File: src/rtl/vga_pkg.sv
`default_nettype none
// ============================================================================
// Module      : vga_pkg
// Description : Shared timing defaults, pixel-byte field layout and colour
//               helpers for the vga_out display back-end.
// Revision    : 1.0 - initial release
// ============================================================================
package vga_pkg;

  localparam int c_cnt_w = 10;

  localparam int c_h_active = 640;
  localparam int c_h_fp     = 16;
  localparam int c_h_sync   = 96;
  localparam int c_h_bp     = 48;
  localparam int c_h_total  = c_h_active + c_h_fp + c_h_sync + c_h_bp;
  localparam int c_h_sync_start = c_h_active + c_h_fp;
  localparam int c_h_sync_end   = c_h_sync_start + c_h_sync;

  localparam int c_v_active = 480;
  localparam int c_v_fp     = 10;
  localparam int c_v_sync   = 2;
  localparam int c_v_bp     = 33;
  localparam int c_v_total  = c_v_active + c_v_fp + c_v_sync + c_v_bp;
  localparam int c_v_sync_start = c_v_active + c_v_fp;
  localparam int c_v_sync_end   = c_v_sync_start + c_v_sync;

  localparam int c_px_w  = 8;
  localparam int c_r_msb = 7;
  localparam int c_r_lsb = 6;
  localparam int c_g_msb = 5;
  localparam int c_g_lsb = 4;
  localparam int c_b_msb = 3;
  localparam int c_b_lsb = 2;

  typedef struct packed {
    logic [1:0] r;
    logic [1:0] g;
    logic [1:0] b;
  } rgb_t;

  localparam rgb_t c_black = '{r: 2'b00, g: 2'b00, b: 2'b00};

  // Bits [1:0] of the pixel byte carry no colour and are dropped here.
  function automatic rgb_t byte_to_rgb(input logic [c_px_w-1:0] px);
    rgb_t c;
    c.r = px[c_r_msb:c_r_lsb];
    c.g = px[c_g_msb:c_g_lsb];
    c.b = px[c_b_msb:c_b_lsb];
    return c;
  endfunction

endpackage
`default_nettype wire

File: src/rtl/pixel_fifo.sv
`default_nettype none
// ============================================================================
// Module      : pixel_fifo
// Description : Synchronous show-ahead FIFO; pointers carry one extra wrap bit
//               so full and empty are told apart without a separate counter.
// Revision    : 1.0 - initial release
// ============================================================================
module pixel_fifo #(
  parameter int WIDTH = 8,
  parameter int DEPTH = 8
) (
  input  logic             clk,
  input  logic             rst,
  input  logic             wr_en,
  input  logic [WIDTH-1:0] wr_data,
  input  logic             rd_en,
  output logic [WIDTH-1:0] rd_data,
  output logic             full,
  output logic             empty
);

  localparam int c_aw = $clog2(DEPTH);

  logic [WIDTH-1:0] r_mem [DEPTH];
  logic [c_aw:0]    r_wr_ptr;
  logic [c_aw:0]    r_rd_ptr;
  logic             w_do_wr;
  logic             w_do_rd;

  assign empty   = (r_wr_ptr == r_rd_ptr);
  assign full    = (r_wr_ptr[c_aw] != r_rd_ptr[c_aw]) &&
                   (r_wr_ptr[c_aw-1:0] == r_rd_ptr[c_aw-1:0]);
  assign w_do_wr = wr_en && !full;
  assign w_do_rd = rd_en && !empty;
  assign rd_data = r_mem[r_rd_ptr[c_aw-1:0]];

  always_ff @(posedge clk or negedge rst) begin
    if (!rst) begin
      r_wr_ptr <= '0;
      r_rd_ptr <= '0;
    end else begin
      if (w_do_wr) begin
        r_wr_ptr <= r_wr_ptr + 1'b1;
      end
      if (w_do_rd) begin
        r_rd_ptr <= r_rd_ptr + 1'b1;
      end
    end
  end

  // Storage needs no reset: stale entries are unreachable once pointers clear.
  always_ff @(posedge clk) begin
    if (w_do_wr) begin
      r_mem[r_wr_ptr[c_aw-1:0]] <= wr_data;
    end
  end

endmodule
`default_nettype wire

File: src/rtl/vga_out.sv
`default_nettype none
// ============================================================================
// Module      : vga_out
// Description : Pixel FIFO, 640x480@60 scan generator and registered VGA pins
//               with strobe/ack input handshake and frame-start pulse.
// Revision    : 1.0 - initial release
// ============================================================================
module vga_out
  import vga_pkg::*;
#(
  parameter int FIFO_DEPTH = 8,
  parameter int H_ACTIVE   = c_h_active,
  parameter int H_FP       = c_h_fp,
  parameter int H_SYNC     = c_h_sync,
  parameter int H_BP       = c_h_bp,
  parameter int V_ACTIVE   = c_v_active,
  parameter int V_FP       = c_v_fp,
  parameter int V_SYNC     = c_v_sync,
  parameter int V_BP       = c_v_bp
) (
  input  logic              clk,
  input  logic              rst,
  input  logic [c_px_w-1:0] data_i,
  input  logic              stb_i,
  output logic              ack_i,
  output logic              frame_start_o,
  output logic [1:0]        vga_r,
  output logic [1:0]        vga_g,
  output logic [1:0]        vga_b,
  output logic              vga_hs,
  output logic              vga_vs,
  output logic              underflow_o
);

  localparam logic [c_cnt_w-1:0] c_h_act   = c_cnt_w'(H_ACTIVE);
  localparam logic [c_cnt_w-1:0] c_h_last  = c_cnt_w'(H_ACTIVE + H_FP + H_SYNC + H_BP - 1);
  localparam logic [c_cnt_w-1:0] c_hs_beg  = c_cnt_w'(H_ACTIVE + H_FP);
  localparam logic [c_cnt_w-1:0] c_hs_end  = c_cnt_w'(H_ACTIVE + H_FP + H_SYNC);
  localparam logic [c_cnt_w-1:0] c_v_act   = c_cnt_w'(V_ACTIVE);
  localparam logic [c_cnt_w-1:0] c_v_last  = c_cnt_w'(V_ACTIVE + V_FP + V_SYNC + V_BP - 1);
  localparam logic [c_cnt_w-1:0] c_vs_beg  = c_cnt_w'(V_ACTIVE + V_FP);
  localparam logic [c_cnt_w-1:0] c_vs_end  = c_cnt_w'(V_ACTIVE + V_FP + V_SYNC);

  logic [c_cnt_w-1:0] r_sx;
  logic [c_cnt_w-1:0] r_sy;

  logic              w_active;
  logic              w_frame_start;
  logic              w_hs_n;
  logic              w_vs_n;
  logic              w_full;
  logic              w_empty;
  logic              w_accept;
  logic              w_pop;
  logic [c_px_w-1:0] w_rd_data;
  rgb_t              w_px_rgb;
  rgb_t              w_pin_rgb;

  // ---------------------------------------------------------------------------
  // Scan position
  // ---------------------------------------------------------------------------
  always_ff @(posedge clk or negedge rst) begin
    if (!rst) begin
      r_sx <= '0;
      r_sy <= '0;
    end else if (r_sx == c_h_last) begin
      r_sx <= '0;
      r_sy <= (r_sy == c_v_last) ? '0 : r_sy + 1'b1;
    end else begin
      r_sx <= r_sx + 1'b1;
    end
  end

  assign w_active      = (r_sx < c_h_act) && (r_sy < c_v_act);
  assign w_frame_start = (r_sx == '0) && (r_sy == '0);
  assign w_hs_n        = !((r_sx >= c_hs_beg) && (r_sx < c_hs_end));
  assign w_vs_n        = !((r_sy >= c_vs_beg) && (r_sy < c_vs_end));

  // ---------------------------------------------------------------------------
  // Handshake and FIFO. Both flags reflect pre-cycle occupancy, so a strobe
  // seen while full waits one cycle even when a pop frees a slot that edge.
  // ---------------------------------------------------------------------------
  assign w_accept = stb_i && !ack_i && !w_full;
  assign w_pop    = w_active && !w_empty;

  pixel_fifo #(
    .WIDTH (c_px_w),
    .DEPTH (FIFO_DEPTH)
  ) u_fifo (
    .clk     (clk),
    .rst     (rst),
    .wr_en   (w_accept),
    .wr_data (data_i),
    .rd_en   (w_pop),
    .rd_data (w_rd_data),
    .full    (w_full),
    .empty   (w_empty)
  );

  assign w_px_rgb  = byte_to_rgb(w_rd_data);
  assign w_pin_rgb = w_pop ? w_px_rgb : c_black;

  // ---------------------------------------------------------------------------
  // Registered pins, all aligned to the same scan position
  // ---------------------------------------------------------------------------
  always_ff @(posedge clk or negedge rst) begin
    if (!rst) begin
      ack_i         <= 1'b0;
      frame_start_o <= 1'b0;
      vga_r         <= 2'b00;
      vga_g         <= 2'b00;
      vga_b         <= 2'b00;
      vga_hs        <= 1'b1;
      vga_vs        <= 1'b1;
      underflow_o   <= 1'b0;
    end else begin
      ack_i         <= w_accept;
      frame_start_o <= w_frame_start;
      vga_r         <= w_pin_rgb.r;
      vga_g         <= w_pin_rgb.g;
      vga_b         <= w_pin_rgb.b;
      vga_hs        <= w_hs_n;
      vga_vs        <= w_vs_n;
      // A starved pixel at (0,0) keeps the flag set across the frame boundary.
      underflow_o   <= (w_active && w_empty) || (underflow_o && !w_frame_start);
    end
  end

endmodule
`default_nettype wire
File: config.mk
export PLATFORM = sky130hd
export DESIGN_NAME = vga_out
export DESIGN_NICKNAME = d
export VERILOG_FILES = /design/src/rtl/vga_pkg.sv /design/src/rtl/pixel_fifo.sv /design/src/rtl/vga_out.sv
export SDC_FILE = /design/constraint.sdc
export NUM_CORES = 1
export LEC_CHECK = 0
export BUFFER_PORTS_ARGS = -buffer_cell sky130_fd_sc_hd__buf_4
export CORE_MARGIN = 8
export CORE_UTILIZATION = 55
export DETAILED_ROUTE_END_ITERATION = 10
export GPL_ROUTABILITY_DRIVEN = 0
export MAX_ROUTING_LAYER = met4
export PLACE_DENSITY = 0.85
export SLEW_MARGIN = 5
export SYNTH_ARGS = -nofsm -noshare
export SYNTH_HDL_FRONTEND = slang
export SYNTH_HIERARCHICAL = 1
export SYNTH_SLANG_ARGS = --single-unit
File: constraint.sdc
create_clock -name clk -period 3.3 [get_ports clk]
set_clock_uncertainty 0.2 [all_clocks]
set_input_delay 0.33 -clock clk [delete_from_list [all_inputs] [get_ports clk]]
set_output_delay 0.33 -clock clk [all_outputs]
set_load 0.05 [all_outputs]
==> summary.json <==
{
  "setup-violations-final": {"value": 0},
  "worstPathBufferInverterCount": {"value": 0},
  "drt_first_iter_violations": {"value": 86},
  "max_freq": {"value": 344, "unit": "MHz"},
  "gr-usage-all-layers": {"value": 15.6, "unit": "%"},
  "worst_path_dominant_cell_family": {"value": "simple AND/OR/NAND/NOR gates"},
  "ioPinCount": {"value": 22},
  "setup.worst_path.end_class": {"value": "flop"},
  "core_area": {"value": 0.00721, "unit": "mm²"},
  "max_stage_delay": {"value": 840, "unit": "ps"},
  "nNetsFinal": {"value": 317},
  "detail_route.first_pass.iterations": {"value": 4},
  "max-cap-violations": {"value": 0},
  "clock_insertion_delay_worst_skew": {"value": 360, "unit": "ps"},
  "die-height": {"value": 102, "unit": "µm"},
  "yosysWarnings": {"value": 6},
  "start_kind": {"value": "flop"},
  "ant_nets": {"value": 0},
  "clkSlewWorstSetupHoldPaths": {"value": 100, "unit": "ps"},
  "worstHoldPathType": {"value": "in -> reg"},
  "cts_max_path_buffers": {"value": 2},
  "final_routed_wire_length_divided_by_cell_count": {"value": 17.5, "unit": "µm"},
  "min_path_cells": {"value": 3},
  "synth_area_per_cell": {"value": 15.4, "unit": "µm²"},
  "slew_violations": {"value": 0},
  "tritoncts_clock_tree": {"value": "yes"},
  "detail_route.wirelength": {"value": 7080, "unit": "µm"},
  "root_buffer": {"value": "clkbuf_8"},
  "grt_antenna_before_repair": {"value": 0},
  "post_route_cells_drive_above_1_share": {"value": 25.6, "unit": "%"},
  "detailroute.via_count": {"value": 2283},
  "synth.net_count": {"value": 281},
  "crit_chain": {"value": "xor2_4 > nor4_2 > nor3b_1 > nand2_1 > nor3_1"},
  "path_max_fanout": {"value": 9},
  "final_util": {"value": 63.4, "unit": "%"},
  "timing.final.hold_violations": {"value": 0},
  "crit_start": {"value": "u_fifo/r_wr_ptr[2]$_DFFE_PN0P_"},
  "worstHoldEndpoint": {"value": "ack_i$_DFF_PN0_"},
  "via_per_inst": {"value": 5.65},
  "post_cts_buffers": {"value": 0},
  "maximum_number_of_pins_on_one_net_before_global_route_repair": {"value": 40},
  "post_cts.resized_instances": {"value": 0},
  "die_area": {"value": 0.0104, "unit": "mm²"},
  "pwr_density_cell": {"value": 798, "unit": "mW/mm²"},
  "r2r-end": {"value": "u_fifo/r_mem[6][2]$_DFFE_PP_"},
  "first_global_vias": {"value": 2455},
  "place_worst_setup_slack": {"value": 425, "unit": "ps"},
  "startpoint_to_endpoint_class_of_the_critical_path": {"value": "reg -> reg"},
  "post_dp_cell_area": {"value": 0.00430, "unit": "mm²"},
  "worst_slack": {"value": 395, "unit": "ps"},
  "critical_path.slowest_cell": {"value": "nor3_1"},
  "grt_first_pass_wirelength": {"value": 12000, "unit": "µm"},
  "slew_headroom": {"value": 32.1, "unit": "%"},
  "place_hpwl": {"value": 4960, "unit": "µm"},
  "placement.io_buffers": {"value": 19},
  "worst_r2r_path_depth": {"value": 5},
  "effective_utilization_at_floorplan": {"value": 56.2, "unit": "%"},
  "worst-r2r-setup-slack": {"value": 390, "unit": "ps"},
  "worst_ir_drop_vdd": {"value": 0.611, "unit": "mV"},
  "result_of_the_run": {"value": "finished, final reports clean"},
  "totalNegativeSetupSlack": {"value": 0, "unit": "ps"},
  "postCtsHoldBufs": {"value": 7},
  "floorplan.die.width": {"value": 102, "unit": "µm"},
  "rows": {"value": 31},
  "synth_cells": {"value": 264},
  "final_area": {"value": 0.00457, "unit": "mm²"},
  "cts.htree.levels": {"value": 3},
  "flow.area_growth_from_synthesis": {"value": 12.7, "unit": "%"},
  "grt_setup_unrepaired": {"value": "no"},
  "syn_area": {"value": 0.00406, "unit": "mm²"},
  "arrival": {"value": 2680, "unit": "ps"},
  "cp_data_required_time": {"value": 3080, "unit": "ps"},
  "hp-start": {"value": "stb_i"},
  "period_minus_slack": {"value": 2910, "unit": "ps"},
  "power_leakage": {"value": 1.79, "unit": "nW"},
  "dp.cells": {"value": 381},
  "timing.critical_path.depth": {"value": 5},
  "fin_cells": {"value": 404},
  "cts_sinks": {"value": 87},
  "overflow": {"value": 0},
  "worst_reg2reg_startpoint": {"value": "u_fifo/r_wr_ptr[2]$_DFFE_PN0P_"},
  "insertedDiodeCount": {"value": 0},
  "final_min_period_over_clock_period": {"value": 88.0, "unit": "%"},
  "max_slew.worst_pin.slew": {"value": 1010, "unit": "ps"},
  "cts_inserted_buffers": {"value": 9},
  "route.detailed.drc": {"value": 0}
}
[worst max path at each step]
stage                                   endpoint  slack [ps]
floorplan           u_fifo/r_mem[0][2]$_DFFE_PP_         250
global placement    u_fifo/r_mem[1][7]$_DFFE_PP_         610
detailed placement  u_fifo/r_mem[6][6]$_DFFE_PP_         430
CTS                 u_fifo/r_mem[6][6]$_DFFE_PP_         400
global route        u_fifo/r_mem[6][2]$_DFFE_PP_         250
finish              u_fifo/r_mem[6][2]$_DFFE_PP_         390
[final cells by class]
type | count | area, µm²
repair buffers | 35 | 280
flip-flops and latches | 87 | 2420
fillers | 532 | 2640
multi-input cells | 157 | 1510
clock inverters | 7 | 78.8
well taps | 99 | 124
inverters | 10 | 37.5
clock buffers | 9 | 124
[flip-flops by register name (all words and copies together), names as in the netlist]
register / count
vga_r: 2
u_fifo/r_wr_ptr: 4
r_sx: 10
vga_b: 2
u_fifo/r_mem: 48
underflow_o: 1
frame_start_o: 1
vga_hs: 1
vga_g: 2
r_sy: 10
vga_vs: 1
u_fifo/r_rd_ptr: 4
ack_i: 1
[worst reg2reg max path: cells and delay by family (launching register included)]
kind                      cells  cell delay [ps]
DFF                           1              540
and+or+nand+nor               4             1390
xor gates and xnor gates      1              390
[placed cells by master (no fill, tap or decap), drive strengths merged, types with 3 or more instances in the layout]
cell type    count
o41ai            5
xor2             8
clkbuf           9
ha               6
xnor2           11
inv             16
buf             28
nor3             5
nor2            16
nand3           11
and3             5
nor4             6
mux2             8
nand2            9
and4             3
mux4            12
nand4            9
o21ai            5
and2             9
dlygate4sd3      7
o311ai           4
edfxtp          48
dfrtp           37
[through the flow]
stage | power (mW) | hold WS (ps)
3_3_place_gp | 2.85 | 127
5_1_grt | 3.85 | 209
2_1_floorplan | 2.60 | -166
6_report | 3.65 | 216
4_1_cts | 3.68 | 195
3_5_place_dp | 2.93 | 134
[metal layers]
metal  vias up  track usage, %  part of all wire (%)
met3        13            3.61                   3.9
met1      1147            17.4                    42
met2        51            26.7                    52
met5         -               -                     0
li1       1072               -                     -
met4         0            5.98                   1.8
[where the power goes]
group,internal (mW),leakage (nW),switching (mW)
Sequential,1.33,0.922,0.142
Clock,0.306,0.105,0.435
Combinational,0.658,0.766,0.780
(Power assumes the default switching activity.)
